[src/rtl/lsu_subword.sv]
// rtl/lsu_subword.sv - RV32I load/store unit converting byte/half/word accesses to word memory cycles.
// Sub-word stores read-modify-write; faults (misaligned or illegal funct3) skip memory entirely.
module lsu_subword #(
  parameter int ADDRESS_WIDTH = 32,
  parameter int DATA_WIDTH    = 32
) (
  input  logic                     clk,
  input  logic                     rst_n,
  input  logic                     req_valid,
  input  logic                     req_we,
  input  logic [2:0]               req_funct3,
  input  logic [ADDRESS_WIDTH-1:0] req_addr,
  input  logic [DATA_WIDTH-1:0]    req_wdata,
  output logic                     busy,
  output logic                     resp_valid,
  output logic [DATA_WIDTH-1:0]    resp_rdata,
  output logic                     fault,
  output logic                     mem_wr_en,
  output logic [ADDRESS_WIDTH-1:0] mem_addr,
  output logic [DATA_WIDTH-1:0]    mem_wd,
  input  logic [DATA_WIDTH-1:0]    mem_rd
);

  typedef enum logic [1:0] {S_IDLE, S_RD, S_WR, S_RESP} state_t;

  state_t                   state_q, state_d;
  logic                     we_q, we_d;
  logic [2:0]               funct3_q, funct3_d;
  logic [ADDRESS_WIDTH-1:0] addr_q, addr_d;
  logic [DATA_WIDTH-1:0]    wdata_q, wdata_d;
  logic [DATA_WIDTH-1:0]    rdata_q, rdata_d;
  logic [DATA_WIDTH-1:0]    merge_q, merge_d;
  logic                     fault_q, fault_d;

  logic                     req_fault;
  logic [7:0]               ld_byte;
  logic [15:0]              ld_half;
  logic [DATA_WIDTH-1:0]    ld_ext;
  logic [DATA_WIDTH-1:0]    st_merged;

  always_comb begin
    req_fault = 1'b0;
    if (req_funct3[1:0] == 2'b01 && req_addr[0])
      req_fault = 1'b1;
    if (req_funct3[1:0] == 2'b10 && req_addr[1:0] != 2'b00)
      req_fault = 1'b1;
    if (req_we && req_funct3 > 3'b010)
      req_fault = 1'b1;
    if (!req_we && (req_funct3 == 3'b011 || req_funct3[2:1] == 2'b11))
      req_fault = 1'b1;
  end

  // Little-endian lane select; halfword lane is addr[1].
  always_comb begin
    ld_byte = 8'h00;
    case (addr_q[1:0])
      2'b00:   ld_byte = mem_rd[7:0];
      2'b01:   ld_byte = mem_rd[15:8];
      2'b10:   ld_byte = mem_rd[23:16];
      default: ld_byte = mem_rd[31:24];
    endcase
    ld_half = addr_q[1] ? mem_rd[31:16] : mem_rd[15:0];
    case (funct3_q)
      3'b000:  ld_ext = {{24{ld_byte[7]}}, ld_byte};
      3'b001:  ld_ext = {{16{ld_half[15]}}, ld_half};
      3'b010:  ld_ext = mem_rd;
      3'b100:  ld_ext = {24'h000000, ld_byte};
      3'b101:  ld_ext = {16'h0000, ld_half};
      default: ld_ext = '0;
    endcase
  end

  always_comb begin
    st_merged = mem_rd;
    if (funct3_q[1:0] == 2'b00) begin
      case (addr_q[1:0])
        2'b00:   st_merged[7:0]   = wdata_q[7:0];
        2'b01:   st_merged[15:8]  = wdata_q[7:0];
        2'b10:   st_merged[23:16] = wdata_q[7:0];
        default: st_merged[31:24] = wdata_q[7:0];
      endcase
    end else if (addr_q[1]) begin
      st_merged[31:16] = wdata_q[15:0];
    end else begin
      st_merged[15:0] = wdata_q[15:0];
    end
  end

  always_comb begin
    state_d  = state_q;
    we_d     = we_q;
    funct3_d = funct3_q;
    addr_d   = addr_q;
    wdata_d  = wdata_q;
    rdata_d  = rdata_q;
    merge_d  = merge_q;
    fault_d  = fault_q;
    case (state_q)
      S_IDLE: begin
        if (req_valid) begin
          we_d     = req_we;
          funct3_d = req_funct3;
          addr_d   = req_addr;
          wdata_d  = req_wdata;
          rdata_d  = '0;
          merge_d  = '0;
          fault_d  = req_fault;
          if (req_fault)
            state_d = S_RESP;
          else if (req_we && req_funct3 == 3'b010)
            state_d = S_WR;
          else
            state_d = S_RD;
        end
      end
      S_RD: begin
        if (we_q) begin
          merge_d = st_merged;
          state_d = S_WR;
        end else begin
          rdata_d = ld_ext;
          state_d = S_RESP;
        end
      end
      S_WR:    state_d = S_RESP;
      default: state_d = S_IDLE;
    endcase
  end

  always_ff @(posedge clk or negedge rst_n) begin
    if (!rst_n) begin
      state_q  <= S_IDLE;
      we_q     <= 1'b0;
      funct3_q <= 3'b000;
      addr_q   <= '0;
      wdata_q  <= '0;
      rdata_q  <= '0;
      merge_q  <= '0;
      fault_q  <= 1'b0;
    end else begin
      state_q  <= state_d;
      we_q     <= we_d;
      funct3_q <= funct3_d;
      addr_q   <= addr_d;
      wdata_q  <= wdata_d;
      rdata_q  <= rdata_d;
      merge_q  <= merge_d;
      fault_q  <= fault_d;
    end
  end

  // SW bypasses the merge register since it never reads memory.
  always_comb begin
    busy       = (state_q != S_IDLE);
    resp_valid = (state_q == S_RESP);
    resp_rdata = (state_q == S_RESP) ? rdata_q : '0;
    fault      = (state_q == S_RESP) && fault_q;
    mem_wr_en  = (state_q == S_WR);
    mem_addr   = {2'b00, addr_q[ADDRESS_WIDTH-1:2]};
    mem_wd     = '0;
    if (state_q == S_WR)
      mem_wd = (funct3_q == 3'b010) ? wdata_q : merge_q;
  end

endmodule

[config.mk]
export PLATFORM = sky130hd
export DESIGN_NAME = lsu_subword
export DESIGN_NICKNAME = d
export VERILOG_FILES = /design/src/rtl/lsu_subword.sv
export SDC_FILE = /design/constraint.sdc
export NUM_CORES = 1
export LEC_CHECK = 0
export CAP_MARGIN = 0
export CORE_ASPECT_RATIO = 0.9
export CORE_MARGIN = 2
export CORE_UTILIZATION = 40
export DETAILED_ROUTE_END_ITERATION = 8
export PLACE_DENSITY = 0.69
export SETUP_SLACK_MARGIN = 0.4
export SKIP_LAST_GASP = 1
export SYNTH_ARGS = -nofsm -noshare
export SYNTH_HDL_FRONTEND = slang
export SYNTH_SLANG_ARGS = --single-unit
[constraint.sdc]
create_clock -name clk -period 2.3 [get_ports clk]
set_input_delay 0.345 -clock clk [delete_from_list [all_inputs] [get_ports clk]]
set_output_delay 0.345 -clock clk [all_outputs]
set_load 0.01 [all_outputs]
==> results_dict.tcl, run 1 <==
set metrics [dict create \
    syn-instance-count 671 \
    antenna_found_initial 1 \
    ir_drop_mv 0.768 \
    detail-route-antenna-nets 0 \
    fin_crit_sh 0.932 \
    setup_ws_ps 157 \
    grt_use_total 0.246 \
    drc 0 \
    crit_slowest_cell "dfrtp_1" \
    cp-start-kind "register" \
    slew_viol_final 0 \
    fin_tns_setup_ps 0 \
    avgSynthCellArea_um2 10.9 \
    htreeDepth 4 \
    yosysTopAreaCellShare 0.461 \
    io_buffers 200 \
    cts_tree "built" \
    rsz0062_at_grt "true" \
    p_per_area_nw_per_um2 1420 \
    path_class "register to output pin" \
    cts.reportedPaths.clkPinSlew_ps 60 \
    final_common_cell "dfrtp_1" \
    seq_power_share 0.287 \
    synth_edf_count 0 \
    async_flop_share 1.00 \
    antenna_cells 0 \
    cp_cell_sequence "nor2_2 > and2_4 > buf_12 > buf_16 > nand2_1 > a21boi_2 > buf_2" \
    place_congestion 0.964 \
    synthTopCellsByArea "dfrtp_1, mux2_2, nand2_1" \
    numCtsBuffers 17 \
    clkPwrFrac 0.180 \
    clkSinkCount 135 \
    switching_share 0.377 \
    finalPower_uw 15700 \
    end_kind "output pin" \
    cp_max_fo 7 \
    synthFlopType "dfrtp_1" \
    placed_cells 1086 \
    clock_skew_ps 9.53 \
    area_growth_pct 51.5 \
    die_w_um 147 \
    grt_pass1_vias 6495 \
    wl_per_cell_um 21.4 \
    synth_area_um2 7320 \
    power_leakage_uw 0.00490 \
    p_switching_uw 5920 \
    max_slew_margin 0.566 \
    grt_pass1_wl_um 36800 \
    root_buffer "clkbuf_16" \
    arrival_ps 1800 \
    drt-vias-per-instance 5.54 \
    p_int_uw 9800 \
    drt-total-wl_um 24700 \
    maxCapViolations 0 \
    status "completed" \
    yosysSeqAreaShare 0.461 \
    die_h_um 132 \
    synth.distinct_cells 54 \
    initial_core_util 0.412 \
    layout.cells.non_filler 1152 \
    grt_max_degree 60 \
    fin_nets 1006 \
    ys_ff_latch 135 \
    synth_top_area_cell "dfrtp_1" \
    period_minus_slack_ps 2140 \
    min_path_type "register to register" \
    hold_ws_ps 484 \
    ios 203 \
    tightest_slew_ps 650 \
    layout-drive-gt1-share 0.425 \
    first_pass_iters 6 \
    gr-total-overflow 0 \
    vias 6379 \
    dp_hpwl_um 17100 \
    core_area_um2 17800 \
    required_ps 1960 \
    drtIter0Drc 540 \
    fmax_mhz 467 \
    layout_common_cells "dfrtp_1, clkdlybuf4s50_1, nand2_1" \
    clk_latency_ps 420 \
    dp_slack_ps 56.6 \
    combPwrFrac 0.533 \
    die_area_um2 19400 \
    rows 46 \
    finalSetupViolCount 0 \
    ys_warn_count 0 \
    cpPeakStageDelay_ps 380 \
    cts_buffer_depth 2 \
    hold_violations 0 \
]
-- final cells by class --
type | instances | area [um^2]
Clock buffer | 24 | 492
Clock inverter | 8 | 119
Tap cell | 240 | 300
Inverter | 4 | 15.0
Timing Repair Buffer | 285 | 2900
Multi-Input combinational cell | 456 | 3880
Fill cell | 1414 | 6690
Sequential cell | 135 | 3380
-- metal layers --
layer	track usage	routed length, um	up-vias	part of all wire
met1	0.338	10700	3226	0.43
met4	0.0701	446	0	0.018
met3	0.0651	1810	33	0.073
met2	0.384	11700	293	0.47
met5	0	0	-	0
li1	-	-	2827	-
-- critical path, delay by kind of cell (launching register included) --
kind / cells / cell delay (ps)
simple gates: 3 / 470
compound gates: 1 / 120
buf+inv: 3 / 400
flops: 1 / 380
-- power by group through the flow --
stage / sequential (uW) / clock [uW] / combinational (uW)
floorplan: 4050 / 0 / 4630
detailed placement: 4360 / 0 / 6750
global route: 4650 / 2980 / 8890
finish: 4510 / 2830 / 8380
CTS: 4390 / 2880 / 7260
global placement: 4310 / 0 / 6570
-- through the flow --
step / util / cell area [um^2]
final: 0.624 / 11100
after CTS: 0.580 / 10300
after floorplan: - / 7320
after global placement: 0.541 / 9620
after global routing: 0.624 / 11100
after detailed placement: 0.541 / 9620
-- sequential cells by signal, summed over array words and instances, names as in the netlist --
register,cells
rdata_q,32
merge_q,32
we_q,1
state_q,2
wdata_q,32
funct3_q,3
addr_q,32
fault_q,1
-- worst paths after layout --
path / from / slack, ps / end / cells after the start
worst max-delay path: funct3_q[0]$_DFFE_PN0P_ / 160 / mem_wd[30] / 7
worst min-delay path: merge_q[18]$_DFFE_PN0P_ / 480 / merge_q[18]$_DFFE_PN0P_ / 2
worst max register to register: funct3_q[1]$_DFFE_PN0P_ / 420 / rdata_q[10]$_DFFE_PN0P_ / 6
worst min register to register: merge_q[18]$_DFFE_PN0P_ / 480 / merge_q[18]$_DFFE_PN0P_ / 2
max in group asynchronous: rst_n / 1080 / rdata_q[23]$_DFFE_PN0P_ / 3
min in group asynchronous: rst_n / 490 / wdata_q[9]$_DFFE_PN0P_ / 2
-- logic make-up (layout without fill, tap and decap cells) --
logic type,count (synthesis),count (layout),synth area share
buffers and inverters,81,321,0.0687
AND/OR/NAND/NOR,196,196,0.132
other,1,2,0.000512
multiplexers,111,111,0.181
AO/OA/AOI/OAI,143,143,0.149
adder cells (fa/ha/maj),4,4,0.00684
flip-flops,135,135,0.461
-- cells in the mapped netlist (8+ instances only) --
master	count
dfrtp_1	135
nand2_1	103
mux2_2	75
and2_1	34
buf_4	33
a21boi_0	32
mux2i_1	25
o21ai_1	22
nor2_1	21
o21ai_0	21
clkbuf_1	20
buf_2	17
a221o_1	16
a221oi_1	15
a32o_1	15
mux4_2	8
-- what timing repair did --
item / 4_1_cts / 5_1_grt
cloned: 5 / 7
buffers inserted: 9 / 12
setup endpoints to repair: 119 / 107
gates resized for setup: 357 / 134
hold endpoints to repair: 56 / 0
hold buffers: 1 / 0
pin swaps: 16 / 37
(Power assumes the default switching activity.)
==> run 2, diff against run 1 <==
--- a/config.mk
+++ b/config.mk
@@ -10,6 +10,7 @@
 export CORE_MARGIN = 2
 export CORE_UTILIZATION = 40
 export DETAILED_ROUTE_END_ITERATION = 8
+export MAX_ROUTING_LAYER = met4
 export PLACE_DENSITY = 0.69
 export SETUP_SLACK_MARGIN = 0.4
 export SKIP_LAST_GASP = 1
==> run 2 against run 1 <==
  * Wire length fell by 2.4%
  * Global-route usage grew 0.39 points
  * Critical path depth is the same
  * First-iteration DRC count grew 3.3%
  * Fmax is 2.3% higher
  * Non-clock buffer count is the same
  * Sequential share of layout area up 0.82 points
  * Final cell count barely moved
  * Count of clock-buffer cells in the layout decreased by 5
  * Via count decreased by 1.6%
  * Utilization down 1.6 points
  * Die area stayed put
  * Critical endpoint is now mem_wd[1]
==> results_dict.tcl, run 2 (synthesis gave the netlist of run 1 again) <==
set metrics [dict create \
    rsz0062_at_grt "true" \
    root_buffer "clkbuf_16" \
    cts_tree "built" \
    detail-route-antenna-nets 0 \
    finalSetupViolCount 0 \
    status "completed" \
    core_area_um2 17800 \
    ios 203 \
    io_buffers 200 \
    power_leakage_uw 0.00470 \
    crit_slowest_cell "dfrtp_1" \
    grt_use_met2 0.369 \
    htreeDepth 4 \
    cts_buffer_depth 2 \
    p_per_area_nw_per_um2 1410 \
    die_area_um2 19400 \
    met1_usage 0.341 \
    grtUsageMet3 0.0661 \
    fin_nets 1006 \
    vias 6275 \
    clock_skew_ps 8.38 \
    initial_core_util 0.412 \
    slew_viol_final 0 \
    rows 46 \
    required_ps 1960 \
    fin_tns_setup_ps 0 \
    gr-total-overflow 0 \
    wl_per_cell_um 20.9 \
    path_class "register to output pin" \
    critPathTopFamily "buffers and inverters" \
    place_congestion 0.962 \
    hold_violations 0 \
    fmax_mhz 478 \
    grt_pass1_wl_um 36000 \
    reg2reg_depth 6 \
    grt_pass1_vias 6335 \
    clkSinkCount 135 \
    dp_hpwl_um 16800 \
    r2r_setup_slack_ps 420 \
    cts.reportedPaths.clkPinSlew_ps 60 \
    drt-vias-per-instance 5.44 \
    clk_latency_ps 430 \
    grt_max_degree 73 \
    first_pass_iters 5 \
    area_growth_pct 47.6 \
    layout-drive-gt1-share 0.389 \
    cp_num_buf_inv 3 \
    drc 0 \
    die_h_um 132 \
    arrival_ps 1750 \
    drtIter0Drc 558 \
    grt_use_total 0.250 \
    cpPeakStageDelay_ps 390 \
    cp-start-kind "register" \
    drt-total-wl_um 24100 \
    top_usage_layer "met2" \
    die_w_um 147 \
    max_slew_margin 0.582 \
    layout_common_cells "dfrtp_1, clkdlybuf4s50_1, nand2_1" \
    ir_drop_mv 0.745 \
    end_kind "output pin" \
    tightest_slew_ps 626 \
    antenna_found_initial 1 \
    cp_max_fo 6 \
    period_minus_slack_ps 2090 \
    fin_crit_sh 0.910 \
    cp_cell_sequence "nor2_2 > and2_4 > buf_4 > clkbuf_16 > nand2_1 > a21boi_2 > buf_2" \
    numCtsBuffers 17 \
    r2r-start "state_q[0]$_DFFE_PN0P_" \
    fin_util 0.608 \
    r2r-end "merge_q[9]$_DFFE_PN0P_" \
    maxCapViolations 0 \
    min_path_type "primary input to asynchronous set/reset pin" \
]
-- run 2: power by group --
group	switching, uW	internal [uW]	total, uW
logic	3820	4230	8050
registers	852	3560	4410
clock network	1080	1700	2770
-- run 2: metrics by stage --
stage | power (uW) | hold WS (ps) | std cells | setup WS (ps) | instance area (um^2)
after floorplan | 8680 | 49.4 | 672 | 480 | 7320
after global placement | 10900 | 220 | 1085 | 99.4 | 9610
after detailed placement | 11000 | 224 | 1085 | 71.3 | 9610
after CTS | 14400 | 336 | 1134 | 198 | 10400
after global routing | 16100 | 351 | 1153 | 111 | 10800
final | 15200 | 343 | 1153 | 206 | 10800
-- run 2: worst max path at each step --
stage	end	startpoint	slack [ps]	depth (start not counted)
floorplan	mem_wd[11]	funct3_q[0]$_DFFE_PN0P_	480	7
global placement	rdata_q[15]$_DFFE_PN0P_	mem_rd[7]	100	5
detailed placement	merge_q[9]$_DFFE_PN0P_	req_valid	70	5
CTS	mem_wd[16]	funct3_q[0]$_DFFE_PN0P_	200	6
global route	mem_wd[14]	funct3_q[0]$_DFFE_PN0P_	110	6
finish	mem_wd[1]	funct3_q[0]$_DFFE_PN0P_	210	7
-- run 2: repair_timing --
action / 4_1_cts / 5_1_grt
endpoints found under the setup margin: 121 / 100
gates cloned: 3 / 6
hold buffers: 1 / 0
hold endpoints to repair: 24 / 0
resized for setup: 335 / 78
pin swaps: 7 / 12
setup buffers: 13 / 12
-- run 2: area by class of cell --
cell class | instances | area [um^2]
Sequential cell | 135 | 3390
Inverter | 4 | 15.0
Antenna cell | 1 | 2.50
Multi-Input combinational cell | 456 | 3760
Tap cell | 240 | 300
Fill cell | 1440 | 6980
Clock buffer | 19 | 433
Timing Repair Buffer | 285 | 2750
Clock inverter | 13 | 156
-- run 2: layer usage --
| layer | up-vias | share of wire |
|---|---|---|
| li1 | 2817 | - |
| met1 | 3121 | 0.44 |
| met2 | 300 | 0.47 |
| met3 | 37 | 0.073 |
| met4 | 0 | 0.021 |
| met5 | - | 0 |
==> run 3, diff against run 2 <==
--- a/config.mk
+++ b/config.mk
@@ -11,7 +11,7 @@
 export CORE_UTILIZATION = 40
 export DETAILED_ROUTE_END_ITERATION = 8
 export MAX_ROUTING_LAYER = met4
-export PLACE_DENSITY = 0.69
+export PLACE_DENSITY_LB_ADDON = 0.25
 export SETUP_SLACK_MARGIN = 0.4
 export SKIP_LAST_GASP = 1
 export SYNTH_ARGS = -nofsm -noshare
==> constraint.sdc (replaced) <==
create_clock -name clk -period 2.4 [get_ports clk]
set_input_delay 0.36 -clock clk [delete_from_list [all_inputs] [get_ports clk]]
set_output_delay 0.36 -clock clk [all_outputs]
set_load 0.01 [all_outputs]
==> run 3 against run 2 <==
  * Count of clock-buffer cells in the layout increased by 3
  * Clock skew increased by 0.57 ps
  * Final area decreased by 2.8%
==> results_dict.tcl, run 3 (synthesis gave the netlist of run 1 again) <==
set metrics [dict create \
    tightest_slew_ps 673 \
    status "completed" \
    top_layer "met4" \
    vias 6233 \
    grt_pass1_vias 6367 \
    end_kind "output pin" \
    ios 203 \
    area_growth_pct 43.5 \
    holdPathEnd "fault_q$_DFFE_PN0P_" \
    die_h_um 132 \
    drtIter0Drc 594 \
    clkPwrFrac 0.192 \
    max_slew_margin 0.551 \
    drc 0 \
    r2r_setup_slack_ps 400 \
    worstHoldPathCells 2 \
    cts.reportedPaths.clkPinSlew_ps 60 \
    combPwrFrac 0.505 \
    fin_tns_setup_ps 0 \
    maxCapViolations 0 \
    drt-vias-per-instance 5.53 \
    die_w_um 147 \
    critPathTopFamily "simple AND/OR/NAND/NOR gates" \
    slew_viol_final 0 \
    fin_crit_sh 0.900 \
    required_ps 2040 \
    detail-route-antenna-nets 0 \
    power_leakage_uw 0.00454 \
    grt_max_degree 67 \
    placed_cells 1072 \
    core_area_um2 17800 \
    r2r-end "merge_q[12]$_DFFE_PN0P_" \
    wl_met2_um 11300 \
    clock_skew_ps 8.95 \
    first_pass_iters 5 \
    cp_num_buf_inv 3 \
    dp_hpwl_um 16600 \
    rows 46 \
    place_congestion 0.910 \
    layout_common_cells "dfrtp_1, clkdlybuf4s50_1, nand2_1" \
    grt_pass1_wl_um 36300 \
    cp_cell_sequence "nor2_2 > and2_4 > buf_6 > buf_16 > nand2_1 > a21boi_2 > buf_2" \
    clkSinkCount 135 \
    cp_max_fo 10 \
    antenna_cells 0 \
    cp-start-kind "register" \
    switching_share 0.377 \
    cpPeakStageDelay_ps 380 \
    layout.cells.non_filler 1127 \
    antenna_found_initial 0 \
    clk_latency_ps 420 \
    hold_violations 0 \
    final_common_cell "dfrtp_1" \
    fmax_mhz 463 \
    path_class "register to output pin" \
    wl_per_cell_um 20.9 \
    cts_buffer_depth 2 \
    crit_slowest_cell "dfrtp_1" \
    cts_tree "built" \
    p_int_uw 8780 \
    fin_nets 982 \
    seq_power_share 0.303 \
    numCtsBuffers 17 \
    gr-total-overflow 0 \
    r2r-start "state_q[0]$_DFFE_PN0P_" \
    ir_drop_mv 0.924 \
    p_per_area_nw_per_um2 1340 \
    wl_met1_um 10100 \
    nFillCells 1439 \
    arrival_ps 1800 \
    root_buffer "clkbuf_16" \
    crit_cells 7 \
    dr_wl_met3_um 1760 \
    min_path_type "register to register" \
    p_switching_uw 5300 \
    htreeDepth 4 \
    reg2reg_depth 7 \
    drt-total-wl_um 23600 \
    min_from "fault_q$_DFFE_PN0P_" \
    io_buffers 200 \
    finalSetupViolCount 0 \
    rsz0062_at_grt "true" \
    initial_core_util 0.412 \
    layout-drive-gt1-share 0.304 \
    grt_use_total 0.251 \
    hold_ws_ps 483 \
    period_minus_slack_ps 2160 \
    die_area_um2 19400 \
]
## run 3: final cells by class
class / instances / area, um^2 / share of cell area
timing repair buffer: 261 / 2550 / 0.242
sequential: 135 / 3380 / 0.322
clock buffer: 22 / 484 / 0.0461
tap: 240 / 300 / 0.0286
clock inverter: 9 / 123 / 0.0117
inverter: 4 / 15.0 / 0.00143
multi-input combinational: 456 / 3650 / 0.348
## run 3: metal layers
layer | vias up | global-route usage
li1 | 2775 | -
met1 | 3140 | 0.328
met2 | 294 | 0.386
met3 | 24 | 0.0619
met4 | 0 | 0.0777
met5 | - | -
## run 3: worst max path at each step
stage,from,end
CTS,funct3_q[2]$_DFFE_PN0P_,mem_wd[26]
floorplan,funct3_q[0]$_DFFE_PN0P_,mem_wd[11]
global route,funct3_q[0]$_DFFE_PN0P_,mem_wd[22]
finish,funct3_q[0]$_DFFE_PN0P_,mem_wd[26]
detailed placement,funct3_q[2]$_DFFE_PN0P_,mem_wd[28]
global placement,addr_q[0]$_DFFE_PN0P_,merge_q[23]$_DFFE_PN0P_
## run 3: metrics by stage
stage | util | setup slack (ps) | total power [uW] | cell area [um^2]
3_5_place_dp | 0.535 | 157 | 10500 | 9510
5_1_grt | 0.591 | 194 | 14800 | 10500
6_report | 0.591 | 241 | 14100 | 10500
3_3_place_gp | 0.535 | 221 | 10300 | 9510
4_1_cts | 0.578 | 173 | 13700 | 10300
2_1_floorplan | - | 565 | 8320 | 7320
## run 3: worst min-delay path, delay by kind of cell, from the launching register on
family | cells | cell delay, ps
DFF | 1 | 340
AOI/OAI and AO/OA | 1 | 60
and+or+nand+nor | 1 | 50
## run 3: power by group through the flow
| stage | clock [uW] | sequential [uW] | combinational (uW) |
|---|---|---|---|
| 2_1_floorplan | 0 | 3880 | 4440 |
| 3_3_place_gp | 0 | 4160 | 6150 |
| 3_5_place_dp | 0 | 4210 | 6310 |
| 4_1_cts | 2740 | 4210 | 6710 |
| 5_1_grt | 2830 | 4400 | 7600 |
| 6_report | 2700 | 4270 | 7110 |
## run 3: what timing repair did
item / CTS / global route
endpoints found under the hold margin: 62 / 0
resized for setup: 232 / 76
endpoints found under the setup margin: 115 / 115
hold buffers: 1 / 0
setup buffers: 11 / 6
pin swaps: 9 / 22
cloned: 5 / 1
==> RTL edit 1: new RTL, flow settings as in run 1 <==
Set the parameter `ADDRESS_WIDTH` to 48 (it was 32).
--- a/src/rtl/lsu_subword.sv
+++ b/src/rtl/lsu_subword.sv
@@ -1,7 +1,7 @@
 // rtl/lsu_subword.sv - RV32I load/store unit converting byte/half/word accesses to word memory cycles.
 // Sub-word stores read-modify-write; faults (misaligned or illegal funct3) skip memory entirely.
 module lsu_subword #(
-  parameter int ADDRESS_WIDTH = 32,
+  parameter int ADDRESS_WIDTH = 48,
   parameter int DATA_WIDTH    = 32
 ) (
   input  logic                     clk,
Interface: changed (resized mem_addr and req_addr); port bits go from 203 to 235. The function was not compared with the original's and may differ.
==> RTL edit 1 against run 1 <==
Synthesized cell count is 7.5% higher; count of clock-buffer cells in the layout is 5 lower; setup slack gained 0.0098 ns; first-iteration DRC count is 18% higher; critical path depth did not move; power grew 13%; critical path type unchanged; largest cell class unchanged; final area is 10% higher; die area rose by 9.3%; worst hold slack got worse by 0.038 ns; area after synthesis increased by 9.6%; sequential cell count rose by 16; clock skew shrank 0.0028 ns; wire length is 10% higher.
==> RTL edit 1: results (changes against run 1) <==
[synth]
ys_warn_count=0  ; unchanged
seq_area_frac_synth_pct=47.1  ; was 46.1%
synth_area_leaders=dfrtp_1 47%, mux2_2 13%, nand2_1 4.8%  ; was dfrtp_1 46%, mux2_2 12%, nand2_1 5.3%
ys_top_cells_by_count=151 x dfrtp_1, 103 x nand2_1, 91 x mux2_2, 50 x buf_4, 34 x and2_1  ; was 135 x dfrtp_1, 103 x nand2_1, 75 x mux2_2, 34 x and2_1, 33 x buf_4
synthArstFlopShare_pct=100  ; unchanged
synth_top_flop_cell=dfrtp_1  ; unchanged

[critical_path]
worstReg2RegEnd=merge_q[31]  ; was rdata_q[10]
r2r_slack_ns=0.20  ; was 0.42 ns
cp_max_fo=6  ; was 7
reg2reg_from=state_q[0]  ; was funct3_q[1]
reg2reg_depth=8  ; was 6

[final_layout]
drive_gt1_share_pct=42.9  ; was 42.5%
fin_nets=1097  ; was 1006
largest_register_ffs=48
regMostFlops=addr_q

[placed_design]
gp_congestion=0.881  ; was 0.964
hpwl_um=17200  ; was 17100 um
dpl_cell_area_sq_um=10500  ; was 9620 sq um
numPortBuffers=232  ; was 200

[hold_path]
hp-class=in -> async  ; was reg -> reg

[detailed_routing]
drt_iter0_markers=637  ; was 540
maxUsedRoutingLayer=met5  ; was met4
route.met3.wl_um=2780  ; was 1810 um
firstDrtPassIters=5  ; was 6
wl_met1_um=11400  ; was 10700 um
wl_um=27300  ; was 24700 um
via_count=6979  ; was 6379
dr_wl_met2_um=12600  ; was 11700 um

[power]
p_sw_share_pct=37.5  ; was 37.7%
pg_seq_mw=4.94  ; was 4.51 mW
max-vdd-ir-drop_mv=0.687  ; was 0.768 mV
power_clock_mw=2.91  ; was 2.83 mW
power.leakage_nw=5.30  ; was 4.90 nW

[clock_tree]
cts_root_buffer=clkbuf_16  ; unchanged
numCtsBuffers=17  ; unchanged

[sta]
skew_ns=0.00672  ; was 0.00953 ns
slew_headroom_pct=49.2  ; was 56.6%

[global_route]
grt_first_pass_wirelength_um=40200  ; was 36800 um
grt_max_degree=51  ; was 60
grt_usage_pct=24.2  ; was 24.6%
grt_pass1_vias=6906  ; was 6495

[status]
status=finished clean  ; unchanged

-- RTL edit 1: cell count changes after synthesis, moves of 3 or more --
cell / before / now
buf_4: 33 / 50
o21ai_1: 22 / 25
buf_1: 1 / 5
dfrtp_1: 135 / 151
buf_2: 17 / 14
o21ai_0: 21 / 18
mux2_2: 75 / 91
-- RTL edit 1: area by class of cell --
cell class / instances / area (sq um)
Tap cell: 255 / 319
Timing Repair Buffer: 328 / 3470
Multi-Input combinational cell: 472 / 4050
Clock inverter: 12 / 151
Sequential cell: 151 / 3780
Inverter: 4 / 15.0
Fill cell: 1573 / 7560
Clock buffer: 19 / 453
-- RTL edit 1: worst max-delay path: stages, from the launching register on --
cell	delay [ns]
dfrtp_1	0.40
buf_6	0.14
ha_4	0.21
buf_6	0.14
buf_12	0.12
buf_6	0.11
and2_4	0.13
buf_6	0.11
-- RTL edit 1: worst max path at each step --
| stage | startpoint | end | slack, ns | depth (start not counted) |
|---|---|---|---|---|
| 6_report | state_q[0] | resp_rdata[13] | 0.17 | 7 |
| 5_1_grt | funct3_q[2] | mem_wd[9] | 0.10 | 7 |
| 4_1_cts | funct3_q[0] | mem_wd[11] | 0.15 | 6 |
| 3_5_place_dp | req_valid | merge_q[24] | 0.05 | 5 |
| 3_3_place_gp | req_valid | merge_q[28] | 0.09 | 5 |
| 2_1_floorplan | funct3_q[0] | mem_wd[11] | 0.47 | 7 |
-- RTL edit 1: through the flow --
stage / power, mW / hold WS, ns / instances / setup slack, ns
final: 17.8 / 0.447 / 1241 / 0.167
after global routing: 18.6 / 0.487 / 1241 / 0.103
after CTS: 16.2 / 0.455 / 1219 / 0.147
after detailed placement: 12.2 / 0.325 / 1160 / 0.0540
after global placement: 12.0 / 0.325 / 1160 / 0.0870
after floorplan: 9.63 / 0.0494 / 722 / 0.468
-- RTL edit 1: logic make-up (layout without fill, tap and decap cells) --
logic type,Yosys count,in the layout,synth area share [%]
AND/OR/NAND/NOR,196,196,12.1
flip-flops,151,151,47.1
AO/OA/AOI/OAI,143,143,13.6
multiplexers,127,127,18.8
buffers and inverters,99,363,7.80
adder cells (fa/ha/maj),4,4,0.624
other,1,2,0.0467
-- RTL edit 1: timing repair --
action	4_1_cts	5_1_grt
hold endpoints to repair	46	0
gates resized for setup	331	179
pin swaps	6	37
buffers inserted	19	16
gates cloned	8	6
endpoints found under the setup margin	111	132
hold buffers	1	0
-- RTL edit 1: metal layers --
metal	up-vias	track usage [%]
li1	3029	-
met1	3490	33.2
met3	41	8.31
met5	-	0
met2	417	36.7
met4	2	6.97
==> RTL edit 2: new RTL, config.mk and constraints of run 1 <==
Without the edit above. The 4 states of `state_t` get a one-hot encoding in 4 bits.
--- a/src/rtl/lsu_subword.sv
+++ b/src/rtl/lsu_subword.sv
@@ -21,7 +21,7 @@
   input  logic [DATA_WIDTH-1:0]    mem_rd
 );
 
-  typedef enum logic [1:0] {S_IDLE, S_RD, S_WR, S_RESP} state_t;
+  typedef enum logic [3:0] {S_IDLE = 4'b0001, S_RD = 4'b0010, S_WR = 4'b0100, S_RESP = 4'b1000} state_t;
 
   state_t                   state_q, state_d;
   logic                     we_q, we_d;
Behaviour: same outputs for any inputs over 4 cycles, from zero or initial values and one cycle with rst_n low; so few cycles prove little.
==> RTL edit 2 against run 1 <==
Core utilization down 0.52 points; sequential cell count grew 2; area after synthesis down 1.8%; synthesized cell count fell by 0.75%; final area down 1.8%; setup slack worse by 0.072 ns; non-clock buffer count fell by 17; wire length shrank 3.0%; critical path type unchanged; power is 32% lower.
==> RTL edit 2: results (changes against run 1) <==
[status]
status=finished clean  ; unchanged

[final_layout]
seqCellArea_sq_um=3430  ; was 3380 sq um
nClkBuffers=19  ; was 24
drive_gt1_share_pct=41.2  ; was 42.5%
fin_area_sq_um=10900  ; was 11100 sq um
buffers=268  ; was 285
clock_cell_area_share_pct=5.62  ; was 5.50%

[placed_design]
place_ws_ns=-0.147  ; was 0.0566 ns
dpl_cell_area_sq_um=9300  ; was 9620 sq um

[critical_path]
crit_end=resp_rdata[31]  ; was mem_wd[30]
worstReg2RegEnd=addr_q[8]  ; was rdata_q[10]
cp_max_fo=4  ; was 7
r2r_slack_ns=0.29  ; was 0.42 ns
reg2reg_depth=7  ; was 6

[hold_path]
hp-class=in -> async  ; was reg -> reg

[clock_tree]
cts_resized=376  ; was 357
cts_setup_buffers=21  ; was 9

[detailed_routing]
drt_iter0_markers=616  ; was 540
firstDrtPassIters=5  ; was 6
routedWlPerCell_um=21.3  ; was 21.4 um

[global_route]
grt_first_pass_wirelength_um=35800  ; was 36800 um
grt_max_degree=63  ; was 60

[synth]
yosysUniqueCellTypes=46  ; was 54
ys_top_cells_by_count=136 x dfrtp_1, 103 x nand2_1, 83 x mux2_2, 51 x a21oi_1, 35 x buf_4  ; was 135 x dfrtp_1, 103 x nand2_1, 75 x mux2_2, 34 x and2_1, 33 x buf_4

[sta]
slew_headroom_pct=56.0  ; was 56.6%

RTL edit 2: cell types whose count changed in the layout (fill, tap and decap cells not counted), sizes merged, moves of 9 or more:
cell     delta
a21oi      +49
a21boi     -32
o21ai      -24
nor2       -19
o2bb2ai    +16
a221oi     +15
a32o       -15
buf        -13
clkbuf     -10
a22o        +9
RTL edit 2: routing by layer:
metal / routed length, um / up-vias / track usage, %
met5: 0 / - / 0
met4: 514 / 0 / 5.94
met3: 1850 / 48 / 5.59
met2: 11300 / 333 / 37.3
met1: 10200 / 3069 / 33.8
li1: - / 2797 / -
RTL edit 2: logic make-up (layout without fill, tap and decap cells):
logic type,count (synthesis),count (layout),share of synthesized area [%]
xor+xnor,1,1,0.122
simple gates,164,164,11.4
compound gates,159,159,16.0
flops,137,137,47.7
other cells,1,2,0.0522
buf+inv,90,305,7.19
mux,114,114,17.5
